<file path="src/rtl/ddr_read_bridge.sv">
// Splits a 512-bit line read into two 256-bit controller reads and reassembles the beats.
// Optional one-line result cache is enabled by defining DDR_RD_LINE_CACHE_EN.
module ddr_read_bridge #(
  parameter int ADDR_WIDTH = 32,
  parameter int LINE_WIDTH = 512,
  parameter int BEAT_WIDTH = 256
) (
  input  logic                  clk,
  input  logic                  rst,
  input  logic                  ddr_rd,
  input  logic [ADDR_WIDTH-1:0] readAdd,
  output logic                  ddr_rd_valid,
  output logic                  ddr_rd_done,
  output logic [LINE_WIDTH-1:0] ddr_rd_data,
  output logic                  app_en,
  output logic [2:0]            app_cmd,
  output logic [ADDR_WIDTH-1:0] app_addr,
  input  logic                  app_rdy,
  input  logic [BEAT_WIDTH-1:0] app_rd_data,
  input  logic                  app_rd_data_valid,
  output logic                  rd_err
);

  typedef enum logic [2:0] {IDLE, CMD0, CMD1, WAIT_DATA, RESP} state_t;

  state_t                state;
  logic [1:0]            beat_cnt;
  logic [LINE_WIDTH-1:0] line_buf;
  logic [ADDR_WIDTH-1:0] base;
  logic [ADDR_WIDTH-1:0] base_in;
  logic                  beat_ok;
  logic                  take_beat;
  logic                  bad_beat;
  logic                  hit;
  logic                  unused_low_bits;

  // Bit address to byte address of a 64-byte aligned line.
  assign base_in         = {3'b000, readAdd[ADDR_WIDTH-1:9], 6'b000000};
  assign unused_low_bits = &{1'b0, readAdd[8:0]};
  assign app_cmd         = 3'b001;

  always_comb begin
    beat_ok = 1'b0;
    case (state)
      CMD0:      beat_ok = app_rdy;
      CMD1:      beat_ok = 1'b1;
      WAIT_DATA: beat_ok = 1'b1;
      default:   beat_ok = 1'b0;
    endcase
    if (beat_cnt == 2'd2) beat_ok = 1'b0;
  end

  assign take_beat = app_rd_data_valid & beat_ok;
  assign bad_beat  = app_rd_data_valid & ~beat_ok;

`ifdef DDR_RD_LINE_CACHE_EN
  logic [ADDR_WIDTH-1:0] tag_addr;
  logic                  tag_valid;
  // The delivered line stays in ddr_rd_data, so the tag only needs the address.
  assign hit = tag_valid && (tag_addr == base_in);
`else
  assign hit = 1'b0;
`endif

  always_ff @(posedge clk or posedge rst) begin
    if (rst) begin
      state        <= IDLE;
      beat_cnt     <= 2'd0;
      line_buf     <= '0;
      base         <= '0;
      ddr_rd_valid <= 1'b0;
      ddr_rd_done  <= 1'b0;
      ddr_rd_data  <= '0;
      app_en       <= 1'b0;
      app_addr     <= '0;
      rd_err       <= 1'b0;
`ifdef DDR_RD_LINE_CACHE_EN
      tag_addr     <= '0;
      tag_valid    <= 1'b0;
`endif
    end else begin
      ddr_rd_valid <= 1'b0;
      ddr_rd_done  <= 1'b0;
      if (bad_beat) rd_err <= 1'b1;
      if (take_beat) begin
        if (beat_cnt == 2'd0) line_buf[BEAT_WIDTH-1:0] <= app_rd_data;
        else                  line_buf[LINE_WIDTH-1:BEAT_WIDTH] <= app_rd_data;
        beat_cnt <= beat_cnt + 2'd1;
      end
      case (state)
        IDLE: begin
          if (ddr_rd) begin
            if (hit) begin
              ddr_rd_valid <= 1'b1;
              ddr_rd_done  <= 1'b1;
              state        <= RESP;
            end else begin
              base     <= base_in;
              app_addr <= base_in;
              app_en   <= 1'b1;
              beat_cnt <= 2'd0;
              state    <= CMD0;
            end
          end
        end
        CMD0: begin
          if (app_rdy) begin
            app_addr <= base + ADDR_WIDTH'(32);
            state    <= CMD1;
          end
        end
        CMD1: begin
          if (app_rdy) begin
            app_en <= 1'b0;
            state  <= WAIT_DATA;
          end
        end
        WAIT_DATA: begin
          if (beat_cnt == 2'd2 || (take_beat && beat_cnt == 2'd1)) begin
            if (beat_cnt == 2'd2) ddr_rd_data <= line_buf;
            else                  ddr_rd_data <= {app_rd_data, line_buf[BEAT_WIDTH-1:0]};
            ddr_rd_valid <= 1'b1;
            ddr_rd_done  <= 1'b1;
            state        <= RESP;
`ifdef DDR_RD_LINE_CACHE_EN
            tag_addr     <= base;
            tag_valid    <= 1'b1;
`endif
          end
        end
        RESP:    state <= IDLE;
        default: state <= IDLE;
      endcase
    end
  end

endmodule
</file>
<file path="config.mk">
export PLATFORM = sky130hd
export DESIGN_NAME = ddr_read_bridge
export DESIGN_NICKNAME = d
export VERILOG_FILES = /design/src/rtl/ddr_read_bridge.sv
export SDC_FILE = /design/constraint.sdc
export NUM_CORES = 2
export LEC_CHECK = 0
export CORE_MARGIN = 1.5
export CORE_UTILIZATION = 30
export CTS_CLUSTER_SIZE = 10
export DETAILED_ROUTE_END_ITERATION = 10
export SETUP_SLACK_MARGIN = 0.1
export SYNTH_ARGS = -nofsm -noshare
export SYNTH_HDL_FRONTEND = slang
export SYNTH_SLANG_ARGS = --single-unit
</file>
<file path="constraint.sdc">
create_clock -name clk -period 48.9 [get_ports clk]
set_clock_uncertainty 0.2 [all_clocks]
set_input_delay 9.78 -clock clk [delete_from_list [all_inputs] [get_ports clk]]
set_output_delay 9.78 -clock clk [all_outputs]
set_load 0.01 [all_outputs]
</file>
==> run summary <==
The run finished with clean final reports. The logs give 0.150 sq mm for the die area and 6 for the first-pass detailed-route iteration total. 844 I/O pins were placed.

In the synthesized netlist, the cells that appear most often are mux2_2, dfrtp_1, mux2_4. The die is 387 microns tall. The fraction of layout instances using a drive strength above 1 is 0.428.

For the initial antenna violation count, the log shows 24. The biggest area contributor in the post-synthesis netlist is dfrtp_1. For the proportion of synthesized chip area in sequential cells, the log shows 0.609.

In the routed layout, each cell is associated on average with a via count of 4.53. After clock tree synthesis, the clock-pin slew on the worst setup and hold paths is 50 ps. CTS placed an instance of clkbuf_16 at the clock tree root.

The via count of the first global-routing pass is 26435, and the yosys synthesis warning count is 0. Once detail routing completed, the nets flagged for antenna violations numbered 0. Row generation in the floorplan step produced 140 rows. The post-synthesis area per instance was 16.5 sq um.

The post-layout instance area is 0.0583 sq mm. The routed layout has 24955 vias. The run gives 157 as the largest net degree at the start of global routing. The worst setup path is launched from an input pin. The horizontal die dimension is 387 microns. For the initial core utilization, the log shows 0.303. Counting I/O delays and the setup requirement, the final critical path takes 13670 ps. The logs give 49460 ps for the endpoint required time on the critical path and 25.0 nW for the static leakage power.

The final hold violation count is 0. The detailed router finished its first iteration with 973 violations. Counting the fill cells in the layout gives 13568.

The number of synthesized flops with an enable pin was 0; the areal power density over the cells was 72.5 mW/mm^2. The sequential cells in the finished layout cover a total of 0.0270 sq mm. The first global-routing pass estimated 180000 microns of wire. After detailed routing, the number of remaining DRC violations is 0. After detailed routing, the average wire length per cell comes to 21.8 microns. In this run the tool buffered the top-level ports with 823 buffer cells. After synthesis, the cell types taking the most area are dfrtp_1, mux2_2, mux2_4. For the worst setup path, the data arrival time is 14220 ps. TritonCTS built the clock tree.

The share of synthesized registers carrying an async set or reset came out at 1.00. The tools report the final routed wirelength across all metal layers as 120000 microns. The number of synthesized register bits came out at 1079.

Summing all multi-input logic gate instances after layout gives 0.0164 sq mm. The count of maximum capacitance violations is 0. The cell area after synthesis is 0.0443 sq mm, and the transition time at the pin with the least slew margin is 1420 ps. At the end of the flow, the number of nets in the layout was 3813. Number of pins with negative max-slew slack in the final report: 0. In the post-synthesis netlist, the cell with the most instances is mux2_2. Timing would allow up to 73.2 MHz. Placed instance area: 0.0544 sq mm.

The main flop type after synthesis is dfrtp_1. The run gives 132 as the CTS buffer count. For the final routed database, the setup TNS stands at 0 ps. STA classifies the critical path endpoint as an async pin.

The count of cell types in the netlist was 30. The post-CTS setup-driven buffer insertion count was 0; the total congestion overflow after global routing was 0. The tools report the number of failing setup endpoints in the final timing report as 0.

Synthesis produced 2687 cells. The worst slew margin relative to its limit was 0.0543. The clock drives 1079 sinks.

The H-tree generated during clock tree synthesis spans 4 levels. The min-delay analysis places its worst path in the category reg -> reg. The maximum clock path buffer count is 3, and the area overhead of the layout relative to synthesis is 31.6%. Setup repair after global routing left no endpoint under its margin. IR analysis of the VDD net gives a maximum drop of 0.0329 mV. The post-route clock period utilization was 0.279.

By startpoint and endpoint, the worst setup path is classified as in -> async. At the end of routability-driven placement, the weighted congestion stood at 0.784. The core region is 0.146 sq mm.

Summed over all nets, the half-perimeter wirelength after detailed placement is 79900 microns. In this run, post-CTS hold repair placed 0 buffers. The fraction of synthesized cell area taken by the top area cell type works out to 0.609. Clock latency on the worst-skew pair, taken at its later pin, is 730 ps. For the count of cells resized by post-cts repair, the log shows 0.

For the total global routing track utilization, the log shows 0.158. Of all nets on the critical path, the largest fanout is 95.
per-layer routing:
metal / up-vias / GRT usage / wire [microns]
met5: - / 0 / 116
met4: 18 / 0.0669 / 4220
met3: 194 / 0.0519 / 7650
met2: 555 / 0.264 / 60000
met1: 13026 / 0.185 / 47800
li1: 11162 / - / -
critical path, cell delays in order:
cell,delay (ps)
clkdlybuf4s50_1,490
inv_8,540
buf_4,760
buf_4,790
buf_4,840
buf_4,780
per-stage QoR:
step	hold WS [ps]	util	worst slack (ps)	power [W]	std cells
4_1_cts	274	0.399	35050	0.00430	5489
6_report	270	0.399	35230	0.00423	5504
2_1_floorplan	240	-	8540	0.00259	2696
3_5_place_dp	259	0.372	34240	0.00336	5300
3_3_place_gp	259	0.372	34270	0.00333	5300
5_1_grt	295	0.399	34560	0.00446	5502
path summary, 6_finish.rpt:
kind	depth (start not counted)	slack, ps	startpoint	end
setup reg to reg	8	44110	beat_cnt[0]	ddr_rd_data[27]
max in group clk	6	35480	app_rdy	line_buf[280]
hold reg to reg	2	270	base[19]	base[19]
hold / removal	2	270	base[19]	base[19]
setup / recovery	6	35230	rst	line_buf[351]
min in group asynchronous	2	9400	rst	ddr_rd_data[494]
state kept, by name, summed over array words and instances, names as in the netlist:
signal / count
app_addr: 24
line_buf: 512
app_en: 1
beat_cnt: 2
state: 3
ddr_rd_done: 1
rd_err: 1
base: 23
ddr_rd_data: 512
cell usage in the layout, fill, tap and decap left out, types with 2 or more instances in the layout:
cell and instances:
mux2_4 240, buf_12 6, a21o_1 2, conb_1 11, buf_4 26, ha_1 2, clkdlybuf4s50_1 823, nand2_1 72
mux2_2 1086, clkinv_2 3, clkbuf_8 8, clkinv_8 5, nor3_1 3, inv_1 2, diode_2 15, nor2_1 3
dfrtp_1 1079, nor3_2 2, inv_6 5, o21ai_0 3, nand3_1 2, clkbuf_16 138, bufinv_16 3, a21oi_1 6
clkbuf_1 27
cell type report:
cell class | instances | area share
Antenna cell | 15 | 0.000643
Clock buffer | 173 | 0.0628
Clock inverter | 16 | 0.00395
Inverter | 3 | 0.000322
Multi-Input combinational cell | 1446 | 0.282
Sequential cell | 1079 | 0.463
Tap cell | 1917 | 0.0411
Timing Repair Buffer | 855 | 0.147
cell families (layout without fill, tap and decap cells):
| kind of cell | after synthesis | after routing | synth area share |
|---|---|---|---|
| muxes | 1327 | 1327 | 0.357 |
| DFF | 1079 | 1079 | 0.609 |
| buffers and inverters | 171 | 1047 | 0.0222 |
| and+or+nand+nor | 90 | 90 | 0.00860 |
| AOI/OAI and AO/OA | 15 | 15 | 0.00209 |
| adders and majority gates | 3 | 3 | 0.000846 |
| other | 2 | 26 | 0.000169 |
power breakdown:
| part | leakage, nW | internal (W) | switching [W] |
|---|---|---|---|
| clock | 1.90 | 0.000536 | 0.000371 |
| combinational | 10.2 | 0.00105 | 0.000687 |
| sequential | 12.9 | 0.00136 | 0.000228 |
| total | 25.0 | 0.00295 | 0.00129 |
No activity file was read; power rests on OpenSTA's default activity.
==> variant (config.mk and constraints unchanged) <==
Put one more register stage on the output `rd_err`, with the module's reset. The value now appears one clock later. The other outputs are not delayed to match.
--- a/src/rtl/ddr_read_bridge.sv
+++ b/src/rtl/ddr_read_bridge.sv
@@ -22,6 +22,8 @@
 );
 
   typedef enum logic [2:0] {IDLE, CMD0, CMD1, WAIT_DATA, RESP} state_t;
+
+  logic rd_err_s0;
 
   state_t                state;
   logic [1:0]            beat_cnt;
@@ -73,7 +75,7 @@
       ddr_rd_data  <= '0;
       app_en       <= 1'b0;
       app_addr     <= '0;
-      rd_err       <= 1'b0;
+      rd_err_s0    <= 1'b0;
 `ifdef DDR_RD_LINE_CACHE_EN
       tag_addr     <= '0;
       tag_valid    <= 1'b0;
@@ -81,7 +83,7 @@
     end else begin
       ddr_rd_valid <= 1'b0;
       ddr_rd_done  <= 1'b0;
-      if (bad_beat) rd_err <= 1'b1;
+      if (bad_beat) rd_err_s0 <= 1'b1;
       if (take_beat) begin
         if (beat_cnt == 2'd0) line_buf[BEAT_WIDTH-1:0] <= app_rd_data;
         else                  line_buf[LINE_WIDTH-1:BEAT_WIDTH] <= app_rd_data;
@@ -134,4 +136,12 @@
     end
   end
 
+  always_ff @(posedge clk or posedge rst) begin
+    if (rst) begin
+      rd_err <= '0;
+    end else begin
+      rd_err <= rd_err_s0;
+    end
+  end
+
 endmodule
Function: not settled (the Yosys comparison gave no result); the edit may change what the design does.
==> variant against the unedited design <==
Final area decreased by 0.38%. Area after synthesis about the same. Count of clock-buffer cells in the layout decreased by 7. Wire length increased by 0.73%. Setup slack got worse by 0.57 ns. Power decreased by 0.91%. Combinational power about the same. Critical path depth increased by 1. Clock power decreased by 4.3%. Sequential cell count increased by 1. Core utilization decreased by 0.15 points. Die area about the same. Largest power group unchanged.
==> variant: results (changes against the unedited design) <==
synth top area cells - dfrtp_1, mux2_2, mux2_4
library cells used by synthesis - 30 (unchanged)
sequential fraction of the synthesis area - 60.9% (about the same)
worst IR drop on VDD - 0.0000359 V (+9.1%)
Final HPWL DP - 80300 µm (+0.53%)
Max-slew headroom - 30.1% (+25 points)
DR vias/cell - 4.54 (+0.13%)
DR WL/cell - 22.0 µm (+0.95%)
drt first pass iters - 4 (-2)
Final #Nets - 3816 (+0.079%)
number of global-route vias before repair - 26.4k (-0.14%)
status - complete, no violations
Static Leak - 24.9 nW (-0.36%)
WL met3 - 7510 µm (-1.8%)
synth cell count leaders - mux2_2, dfrtp_1, mux2_4
routed wl met2 - 61200 µm (+2.2%)
placed cell areas - 0.0544 mm² (about the same)
All-Layer GR Usage - 15.9% (+0.12 points)
GR Util met3 - 5.08% (-0.11 points)
maximum fanout along the worst path - 114 (+20%)
met2 Use GR - 27.0% (+0.65 points)
cts bufs inserted - 131 (-0.76%)
initial antenna violation count - 26 (+8.3%)
pin count of the biggest net entering global routing - 165 (+5.1%)
GP Congestion - 0.813 (+3.7%)
WP data arrival - 14.84 ns (+0.62 ns)
CP max stage delay - 0.86 ns (+0.02 ns)
Fill cells - 13.6k (+0.052%)
share of layout cells above drive strength 1 - 42.8% (about the same)
grt met1 use - 18.6% (+0.080 points)
variant: cell count changes after synthesis, sizes merged:
cell / before / now
dfrtp: 1079 / 1080
variant: cells by family (layout without fill, tap and decap cells):
logic type	Yosys count	in the layout	synth area share, %
multiplexers	1327	1327	35.7
flip-flops	1080	1080	60.9
buffers and inverters	171	1036	2.22
AND/OR/NAND/NOR	90	90	0.860
AO/OA/AOI/OAI	15	15	0.209
adder cells (fa/ha/maj)	3	3	0.0846
other	2	24	0.0169
variant: layout make-up:
type | instances | area, µm² | area share [%]
sequential | 1080 | 27000 | 46.5
tap | 1917 | 2400 | 4.13
inverter | 3 | 18.8 | 0.0323
clock inverter | 9 | 71.3 | 0.123
timing repair buffer | 858 | 8550 | 14.7
multi-input combinational | 1446 | 16400 | 28.3
antenna | 13 | 32.5 | 0.0560
clock buffer | 166 | 3580 | 6.17
variant: path summary, 6_finish.rpt:
kind	from	end	slack, ns	cells after the start
worst max-delay path	rst	ddr_rd_data[116]	34.66	7
min in group asynchronous	rst	line_buf[133]	9.43	2
worst min-delay path	rd_err_s0	rd_err	0.18	0
worst max register to register	state[0]	ddr_rd_data[26]	43.47	7
worst min register to register	rd_err_s0	rd_err	0.18	0
max in group clk	app_rd_data_valid	ddr_rd_data[26]	34.84	8
variant: per-stage QoR:
step                hold slack (ns)  cells  util [%]  setup WS [ns]
floorplan                     0.146   2697         -           8.52
global placement              0.178   5304      37.2          33.56
detailed placement            0.168   5304      37.2          33.55
CTS                           0.184   5479      39.7          34.35
global route                  0.199   5491      39.7          33.76
finish                        0.183   5492      39.7          34.66
variant: report_power, final:
part           internal (mW)  switching (mW)  total [mW]
sequential              1.36           0.231        1.59
clock                  0.507           0.361       0.868
combinational           1.05           0.686        1.74
total                   2.91            1.28        4.19
